==> config.mk <==
export PLATFORM = sky130hd
export DESIGN_NAME = pipe_csa_addsub
export DESIGN_NICKNAME = d
export VERILOG_FILES = /design/src/rtl/pipe_csa_addsub.sv
export SDC_FILE = /design/constraint.sdc
export NUM_CORES = 1
export LEC_CHECK = 0
export ABC_AREA = 1
export BUFFER_PORTS_ARGS = -buffer_cell sky130_fd_sc_hd__buf_2
export CAP_MARGIN = 20
export CORE_MARGIN = 5
export CORE_UTILIZATION = 35
export CTS_CLUSTER_SIZE = 16
export DETAILED_ROUTE_END_ITERATION = 12
export HOLD_SLACK_MARGIN = 0.02
export PLACE_DENSITY = 0.55
export SLEW_MARGIN = 20
export SYNTH_ARGS = -nofsm -noshare
export SYNTH_HDL_FRONTEND = slang
export SYNTH_SLANG_ARGS = --single-unit
==> constraint.sdc <==
create_clock -name clk -period 2.4 [get_ports clk]
set_input_delay 0.48 -clock clk [delete_from_list [all_inputs] [get_ports clk]]
set_output_delay 0.48 -clock clk [all_outputs]
set_load 0.05 [all_outputs]
==> src/rtl/pipe_csa_addsub.sv <==
// Pipelined carry-select adder/subtractor: one BLK-bit carry-select block per stage, behind an operand register.
// Define PIPE_CSA_SAT_EN to saturate signed overflow in the final stage.
module pipe_csa_addsub #(
   parameter int WIDTH = 16,
   parameter int BLK   = 4
) (
   input  logic             clk,
   input  logic             rst,
   input  logic             in_valid,
   output logic             in_ready,
   input  logic [WIDTH-1:0] a,
   input  logic [WIDTH-1:0] b,
   input  logic             mod,
   output logic             out_valid,
   input  logic             out_ready,
   output logic [WIDTH-1:0] y,
   output logic             cout,
   output logic             ovf
);
   localparam int NBLK = WIDTH / BLK;

   if ((WIDTH % BLK) != 0 || BLK < 2) begin : g_param_check
      $error("pipe_csa_addsub: WIDTH must be a multiple of BLK and BLK must be at least 2");
   end

   // Offset of stage k's slice in the flat bx skew vector; slice k holds bits [(k+1)*BLK, WIDTH).
   function automatic int bx_off(input int k);
      int acc;
      acc = 0;
      for (int j = 0; j < k; j++) begin
         acc += WIDTH - (j + 1) * BLK;
      end
      return acc;
   endfunction

   localparam int BX_BITS = bx_off(NBLK - 1);
   localparam int BX_W    = (BX_BITS > 0) ? BX_BITS : 1;

   // Returns {carry_out, sum} of a BLK-bit ripple add.
   function automatic logic [BLK:0] ripple(input logic [BLK-1:0] x,
                                           input logic [BLK-1:0] z,
                                           input logic           c_in);
      logic [BLK:0] r;
      logic         c;
      c = c_in;
      r = '0;
      for (int i = 0; i < BLK; i++) begin
         r[i] = x[i] ^ z[i] ^ c;
         c    = (x[i] & z[i]) | (c & (x[i] ^ z[i]));
      end
      r[BLK] = c;
      return r;
   endfunction

   function automatic logic [WIDTH-1:0] splice(input logic [WIDTH-1:0] w,
                                               input logic [BLK-1:0]   s,
                                               input int               lo);
      logic [WIDTH-1:0] r;
      r          = w;
      r[lo +: BLK] = s;
      return r;
   endfunction

   logic             adv;
   logic             op_valid_reg;
   logic [WIDTH-1:0] op_a_reg;
   logic [WIDTH-1:0] op_bx_reg;
   logic             op_mod_reg;
   logic [NBLK-1:0]  valid_reg;
   logic [NBLK-1:0]  carry_reg;
   logic [NBLK-1:0]  carry_next;
   logic [WIDTH-1:0] word_reg  [NBLK];
   logic [WIDTH-1:0] word_next [NBLK];
   logic [BX_W-1:0]  bx_skew_reg;
   logic [BX_W-1:0]  bx_skew_next;
   logic             ovf_reg;
   logic             ovf_next;

   // The whole pipeline moves as one unit; bubbles are not squeezed out.
   assign adv       = !out_valid || out_ready;
   assign in_ready  = adv;
   assign out_valid = valid_reg[NBLK-1];
   assign y         = word_reg[NBLK-1];
   assign cout      = carry_reg[NBLK-1];
   assign ovf       = ovf_reg;

   if (BX_BITS == 0) begin : g_no_skew
      assign bx_skew_next = '0;
   end

   genvar gi;
   for (gi = 0; gi < NBLK; gi++) begin : g_stage
      localparam int LO  = gi * BLK;
      localparam int REM = WIDTH - LO - BLK;

      // word_src: completed sum bits below LO, untouched A bits from LO upward.
      logic [WIDTH-1:0] word_src;
      logic [BLK-1:0]   bx_blk;
      logic             cin;
      logic [BLK:0]     sum0;
      logic [BLK:0]     sum1;
      logic [BLK:0]     sel;

      if (gi == 0) begin : g_src
         assign word_src = op_a_reg;
         assign bx_blk   = op_bx_reg[BLK-1:0];
         assign cin      = op_mod_reg;
      end else begin : g_src
         assign word_src = word_reg[gi-1];
         assign bx_blk   = bx_skew_reg[bx_off(gi-1) +: BLK];
         assign cin      = carry_reg[gi-1];
      end

      assign sum0           = ripple(word_src[LO +: BLK], bx_blk, 1'b0);
      assign sum1           = ripple(word_src[LO +: BLK], bx_blk, 1'b1);
      assign sel            = cin ? sum1 : sum0;
      assign carry_next[gi] = sel[BLK];

      if (REM > 0) begin : g_skew
         if (gi == 0) begin : g_first
            assign bx_skew_next[bx_off(0) +: REM] = op_bx_reg[WIDTH-1:BLK];
         end else begin : g_rest
            assign bx_skew_next[bx_off(gi) +: REM] = bx_skew_reg[bx_off(gi-1) + BLK +: REM];
         end
      end

      if (gi == NBLK - 1) begin : g_final
         logic             msb_cin;
         logic [WIDTH-1:0] raw;
         // Carry into the MSB recovered from the MSB sum bit and its two operand bits.
         assign msb_cin  = sel[BLK-1] ^ word_src[WIDTH-1] ^ bx_blk[BLK-1];
         assign raw      = splice(word_src, sel[BLK-1:0], LO);
         assign ovf_next = msb_cin ^ sel[BLK];
`ifdef PIPE_CSA_SAT_EN
         assign word_next[gi] = ovf_next ? {~raw[WIDTH-1], {(WIDTH-1){raw[WIDTH-1]}}} : raw;
`else
         assign word_next[gi] = raw;
`endif
      end else begin : g_mid
         assign word_next[gi] = splice(word_src, sel[BLK-1:0], LO);
      end
   end

   always_ff @(posedge clk) begin
      if (rst) begin
         op_valid_reg <= 1'b0;
         op_a_reg     <= '0;
         op_bx_reg    <= '0;
         op_mod_reg   <= 1'b0;
         valid_reg    <= '0;
         carry_reg    <= '0;
         bx_skew_reg  <= '0;
         ovf_reg      <= 1'b0;
         for (int k = 0; k < NBLK; k++) begin
            word_reg[k] <= '0;
         end
      end else if (adv) begin
         op_valid_reg <= in_valid;
         op_a_reg     <= a;
         op_bx_reg    <= b ^ {WIDTH{mod}};
         op_mod_reg   <= mod;
         valid_reg[0] <= op_valid_reg;
         for (int k = 1; k < NBLK; k++) begin
            valid_reg[k] <= valid_reg[k-1];
         end
         carry_reg   <= carry_next;
         bx_skew_reg <= bx_skew_next;
         ovf_reg     <= ovf_next;
         for (int k = 0; k < NBLK; k++) begin
            word_reg[k] <= word_next[k];
         end
      end
   end

endmodule

### Yosys cells after proc, flatten, opt, wreduce, memory -nomap -nowiden

Memory sizes are Yosys's and may differ from the RTL's.
Cells that the tools add are included.

| operators by class | value |
|---|---|
| mux-type cells | 13 |
| bitwise operators | 120 |
| reduce and logical (&&, ||, !) cells | 2 |

Operators with widths:

| kind | count |
|---|---|
| two-way mux 16 bit | 4 |
| bitwise XOR 1 bit | 43 |
| bitwise AND 1 bit | 40 |
| OR 1 bit | 32 |
| two-way mux 5 bit | 4 |
| bitwise XOR 16 bit | 1 |
| two-way mux 1 bit | 5 |
| inverter 1 bit | 4 |
| zero test 1 bit | 1 |
| logical OR 1 bit | 1 |

| word-level totals | value |
|---|---|
| register bits | 67 |
| RAM bits | 64 |
| input port bits | 37 |
| output and inout bits | 20 |
| word-level logic and storage cells | 144 |
| memories | 1 |

Memory list:

| memory | words | width | rd ports | clocked after memory_dff | wr ports | line | text |
|---|---|---|---|---|---|---|---|
| word_reg | 4 | 16 | 4 | 0 | 4 | 72 | `logic [WIDTH-1:0] word_reg [NBLK];` |

### Longest topological paths before layout

Gate-level depths: netlist of the first run.

| logic depth | value |
|---|---|
| depth after elaboration | 12 |
| depth in mapped cells | 13 |
| gate-level depth less buffers | 13 |

### Worst setup path before layout of the first run

OpenSTA, ideal clock, no wires.

| timing path | value |
|---|---|
| kind | register to register |
| start | memory word_reg[2][12] |
| end | register ovf_reg, in the netlist ovf |
| setup time | 0.113 ns |
| arrival time | 2.259 ns |
| data required time | 2.287 ns |
| path slack | 0.027 ns |
| cell stages (with the launch flop) | 14 |
| path buffers | 0 |
| period minus slack after synthesis | 2.373 ns |
| path through | edfxtp_1 -> ha_1 -> nand2_1 -> o21ai_0 -> fa_1 -> fa_1 -> inv_1 -> fa_1 -> inv_1 -> nand2_1 -> nand2_1 -> nand2_1 -> nand3_1 -> nand2_1 |

RTL lines:

| what | line | text |
|---|---|---|
| start: declaration | 72 |  |
| end signal: assignment | 168 | `ovf_reg <= ovf_next;` |
| end: declaration | 76 | `logic ovf_reg;` |

==> metrics, run 1 <==
min cycle time layout 2.42 ns; hpwl dp 6140 um; final worst-path setup slack -0.0154 ns; WL per Instance 12.1 um; Nets between 600 and 700; Via density ~4.3; Fmax 414 MHz; largest net degree at the start of global routing 50; flip-flop count of the largest register after layout 64; Synthesized Nets 552; Final Total Pwr 5.29 mW; 1st-iter DRT viols ~200; number of antenna violations at the first check in global routing 0; startpoint class of the critical path register; Post-Syn Area 5440 um^2; Overflow after GRT 0; # clock sinks 131; worst skew pair latency 0.41 ns; crit path from word_reg[2][12]$_SDFFCE_PN0P_; flip-flop and latch count after synthesis 131; total negative slack -0.0154 ns; GRT Overall Usage 11.2%; DRC Markers 0; syn avg cell area 11.0 um^2; fin area 6480 um^2; Slew @ Worst Pin 0.489 ns; CP Class register to register; critical-path cell with the highest stage delay fa_2; synth unique cells 21; clock-pin slew on the worst setup and hold paths 0.06 ns; layout cells sized above 1 roughly a quarter; asr flop ratio synth 0%; Initial Util 35.8%; top-area cell type share of the netlist area 35.3%; PD cells 817 nW/um^2; worst-path cell chain ha_2, nand2_2, o21ai_2, fa_2, fa_2, inv_2, fa_2, inv_2, nand2_1, nand2_1, nand2_1, nand3_2, nand2_2; Synth Warn # 0; row count 45; Die W 135 um; Final ANT Viol Nets 0; CTS Buf Count 17; Critical Path AT about 2.7 ns; CTS tree built; Critical Path Stages 13; failing checks negative setup slack; Die Span Y 135 um; run status complete, but fails checks; VDD IR max approximately 0.0005 V; post-synth top area cell edfxtp_1; Slew Viols, Final 0; slew margin rel. 67.4%; gpl congestion 0.695; R2R cell count 13; most common cell after layout, fill and taps aside inv_1; top cells by area, synth edfxtp_1 (35%), dfxtp_1 (25%), o22ai_2 (8.0%); Worst setup EP type register; # IOs 57; setup violators final 1; core area 15,200 um^2; final wirelength ~9200 um; reg-to-reg endpoint ovf$_SDFFE_PP0P_; critical path fanouts, max 4; critical path endpoint ovf$_SDFFE_PP0P_; Post-Syn Instances 495; Placed Instance Area 5890 um^2; Area growth, synth to finish 19.0%; CTS H-tree lvls 4; period utilization 101%; vias in the first global route approximately 3.5k; Hold WC Path Type input pin to register; first drt pass iteration count 4; Vias 3,239; worst reg2reg path startpoint word_reg[2][12]$_SDFFCE_PN0P_; CP delay by family, top adder cells; number of diodes 0; Buf+Inv Stages, Crit Path 2; Synth Flop Type dfxtp_1; Max-cap violations 0; sequential share of the synthesized area 59.9%; reg2reg setup slack -0.02 ns; clock root buffer clkbuf_16; CTS Hold Bufs 0; DIE AREA 18,100 um^2; most frequent cells in the layout inv_1 (113), dfxtp_1 (67), nor2_1 (64), edfxtp_1 (64), buf_2 (56); Final Hold Viols 0; input/output buffers between 50 and 60; CP max stage delay 0.46 ns; first-pass GRT wire length approximately 16,000 um; Layout Utilization a little over two fifths; worst clock skew between 0.009 and 0.01 ns; Post-CTS Repair Setup Buffers 0; CP required 2.70 ns; pre-CTS setup slack -0.0915 ns; Leak 2.64 nW; RSZ-0062 raised after global routing yes; clock tree buffer depth 2; number of flops mapped to enable cells by yosys between 60 and 70
-- cell usage after synthesis, drive strengths merged, types with 8 or more instances --
cell and n:
buf 20, edfxtp 64, fa 12, xnor2 20, nand2 52, nor2 65
inv 116, dfxtp 67, ha 8, o21ai 27, o22ai 40
-- per-layer routing --
| metal | track usage (%) | up-vias | wire length [um] |
|---|---|---|---|
| li1 | - | 1666 | - |
| met1 | 13.2 | 1497 | 4230 |
| met2 | 17.8 | 64 | 4320 |
| met3 | 4.66 | 12 | 416 |
| met4 | 4.98 | 0 | 187 |
| met5 | 0 | - | 0 |
-- logic make-up (layout without fill, tap and decap cells) --
kind of cell	count (synthesis)	in the layout	synth area share, %
buf+inv	138	211	11.1
fa+ha+maj	20	20	6.25
compound gates	68	68	11.2
simple gates	118	118	8.34
xor+xnor	20	20	3.22
flops	131	131	59.9
-- area by class of cell --
cell class,count,area [um^2]
clock inverter,11,111
fill,1476,8720
tap,188,235
timing repair buffer,62,363
inverter,117,439
multi-input combinational,226,1620
clock buffer,21,450
sequential,131,3260
-- power by group --
part | switching [mW] | total, mW | internal [mW]
clock | 0.896 | 2.44 | 1.54
sequential | 0.0373 | 2.50 | 2.46
combinational | 0.220 | 0.361 | 0.142
total | 1.15 | 5.29 | 4.14
-- per-stage QoR --
step                hold WS, ns  instances
floorplan                 0.446        495
global placement          0.447        724
detailed placement        0.450        724
CTS                       0.209        756
global route              0.222        756
finish                    0.232        756
-- worst reg2reg max path, cell delays in order (launching register included) --
cell      delay (ns)
edfxtp_1        0.39
ha_2            0.19
nand2_2         0.06
o21ai_2         0.06
fa_2            0.34
fa_2            0.36
inv_2           0.06
fa_2            0.46
inv_2           0.07
nand2_1         0.04
nand2_1         0.05
nand2_1         0.07
nand3_2         0.09
nand2_2         0.05
-- worst min-delay path by stage --
stage                                         start                         to  slack (ns)  cells after the start
after floorplan           valid_reg[2]$_SDFFE_PP0P_  valid_reg[3]$_SDFFE_PP0P_        0.45                      2
after global placement    carry_reg[3]$_SDFFE_PP0P_  carry_reg[3]$_SDFFE_PP0P_        0.45                      2
after detailed placement           ovf$_SDFFE_PP0P_           ovf$_SDFFE_PP0P_        0.45                      2
after CTS                                       rst  valid_reg[3]$_SDFFE_PP0P_        0.21                      2
after global routing                            rst  valid_reg[3]$_SDFFE_PP0P_        0.22                      2
final                                           rst  valid_reg[3]$_SDFFE_PP0P_        0.23                      2
-- timing repair --
action | in CTS | in global routing
pin swaps | 4 | 5
gates resized for setup | 7 | 5
endpoints found under the setup margin | 1 | 1
Power figures use the tool's default switching activity.
==> run 2, diff against run 1 <==
ABC_CLOCK_PERIOD_IN_PS = 2200   (was default)
clock period = 2.2 ns   (was 2.4 ns; I/O delays follow)
==> metrics, run 2 (synthesis gave the netlist of run 1 again) <==
run status complete, but fails checks; CP Class register to register; reg2reg setup slack -0.20 ns; worst hold slack 0.189 ns; layout cells sized above 1 around 28%; critical path endpoint ovf$_SDFFE_PP0P_; GRT Overall Usage 11.4%; final wirelength 9260 um; crit path from word_reg[2][12]$_SDFFCE_PN0P_; period utilization 109%; clock root buffer clkbuf_16; failing checks negative setup slack; fillcell total 1,469; CTS tree built; # clock sinks between 100 and 150; RSZ-0062 raised after global routing yes; 1st-iter DRT viols 227; DRC Markers 0; most frequent cells in the layout inv_1 (112), dfxtp_1 (65), edfxtp_1 (64); core area 15,200 um^2; Final Hold Viols 0; Die Span Y between 100 and 150 um; first-pass GRT wire length 16,200 um; worst reg2reg path startpoint word_reg[2][12]$_SDFFCE_PN0P_; Sw Ratio between 20% and 30%; Critical Path AT between 2 and 3 ns; worst skew pair latency 0.42 ns; cell-internal power around 4.8 mW; pre-CTS setup slack -0.272 ns; Overflow after GRT 0; row count 45; Leak 2.72 nW; hpwl dp about 6200 um; CTS H-tree lvls 4; flip-flop count of the largest register after layout 64; Worst setup EP type register; clock-pin slew on the worst setup and hold paths 0.06 ns; R2R cell count 13; most common cell after layout, fill and taps aside inv_1; worst clock skew 0.00579 ns; Max-cap violations 0; DIE AREA between 15,000 and 20,000 um^2; clock tree buffer depth 2; vias in the first global route 3,406; CTS Buf Count 17; CP required around 2.5 ns; Initial Util 35.8%; reg-to-reg endpoint ovf$_SDFFE_PP0P_; first drt pass iteration count 4; number of diodes 0; Final ANT Viol Nets 0; Via density 4.30; Slew @ Worst Pin between 0.5 and 0.6 ns; Fmax 416 MHz; Gate power share between 6 and 7%; startpoint class of the critical path register; Hold WC Path Type input pin to register; WL per Instance 12.1 um; slew margin rel. 66.5%; sequential group share of total power ~44%; total negative slack -0.390 ns; Slew Viols, Final 0; largest net degree at the start of global routing 64; setup violators final 2; Nets slightly above 600; VDD IR max 0.000555 V; number of antenna violations at the first check in global routing 0; Die W 135 um; final worst-path setup slack -0.205 ns; Clock Power Share 49.0%; PD cells between 900 and 1000 nW/um^2; critical path fanouts, max 4; gpl congestion 0.716; input/output buffers 56; Vias 3,277; Net Switching 1.31 mW; Area growth, synth to finish 22.4%; # IOs 57; Final Total Pwr 6.14 mW; min cycle time layout 2.40 ns
-- run 2: what timing repair did --
action / 4_1_cts / 5_1_grt
resized for setup: 5 / 17
hold buffers: 0 / 0
endpoints found under the setup margin: 5 / 5
pin swaps: 10 / 4
buffers inserted: 0 / 3
-- run 2: area by class of cell --
| cell class | count | area [um^2] | share of cell area, % |
|---|---|---|---|
| clock inverter | 13 | 180 | 2.70 |
| tap | 188 | 235 | 3.53 |
| multi-input combinational | 226 | 1640 | 24.6 |
| clock buffer | 19 | 464 | 6.97 |
| inverter | 117 | 439 | 6.59 |
| sequential | 131 | 3270 | 49.0 |
| timing repair buffer | 68 | 440 | 6.61 |
-- run 2: worst min path at each step --
stage / startpoint / to / slack (ns) / cells past startpoint
after detailed placement: g_stage[0].word_src[2]$_SDFFE_PP0P_ / g_stage[0].word_src[2]$_SDFFE_PP0P_ / 0.46 / 2
after floorplan: valid_reg[2]$_SDFFE_PP0P_ / valid_reg[3]$_SDFFE_PP0P_ / 0.45 / 2
after global placement: ovf$_SDFFE_PP0P_ / ovf$_SDFFE_PP0P_ / 0.46 / 2
after CTS: rst / valid_reg[3]$_SDFFE_PP0P_ / 0.17 / 2
final: rst / valid_reg[3]$_SDFFE_PP0P_ / 0.19 / 2
after global routing: rst / valid_reg[3]$_SDFFE_PP0P_ / 0.18 / 2
-- run 2: per-stage QoR --
step	instances	cell area, um^2	utilization [%]
final	762	6660	43.8
after floorplan	495	5460	-
after CTS	759	6600	43.4
after global placement	727	5950	39.1
after detailed placement	727	5950	39.1
after global routing	762	6660	43.8
-- run 2: power by group through the flow --
stage          logic, mW  registers (mW)  clock network, mW
2_1_floorplan      0.265            2.80                  0
3_3_place_gp       0.396            2.77                  0
3_5_place_dp       0.402            2.77                  0
4_1_cts            0.406            2.72               3.08
5_1_grt            0.464            2.73               3.21
6_report           0.406            2.72               3.01
-- run 2: metal layers --
metal | track usage (%) | part of all wire (%) | vias up
met5 | 0 | 0 | -
met4 | 5.60 | 2.0 | 0
met3 | 3.87 | 4.3 | 16
met2 | 18.0 | 48 | 54
met1 | 14.1 | 46 | 1526
li1 | - | - | 1681
-- run 2: critical path, cell delays in order, from the launching register on --
cell      delay (ns)
edfxtp_1        0.40
ha_2            0.20
nand2_2         0.06
o21ai_2         0.06
fa_2            0.35
fa_2            0.36
inv_2           0.06
fa_2            0.47
inv_2           0.08
nand2_1         0.05
nand2_1         0.06
nand2_1         0.05
nand3_1         0.06
nand2_1         0.05
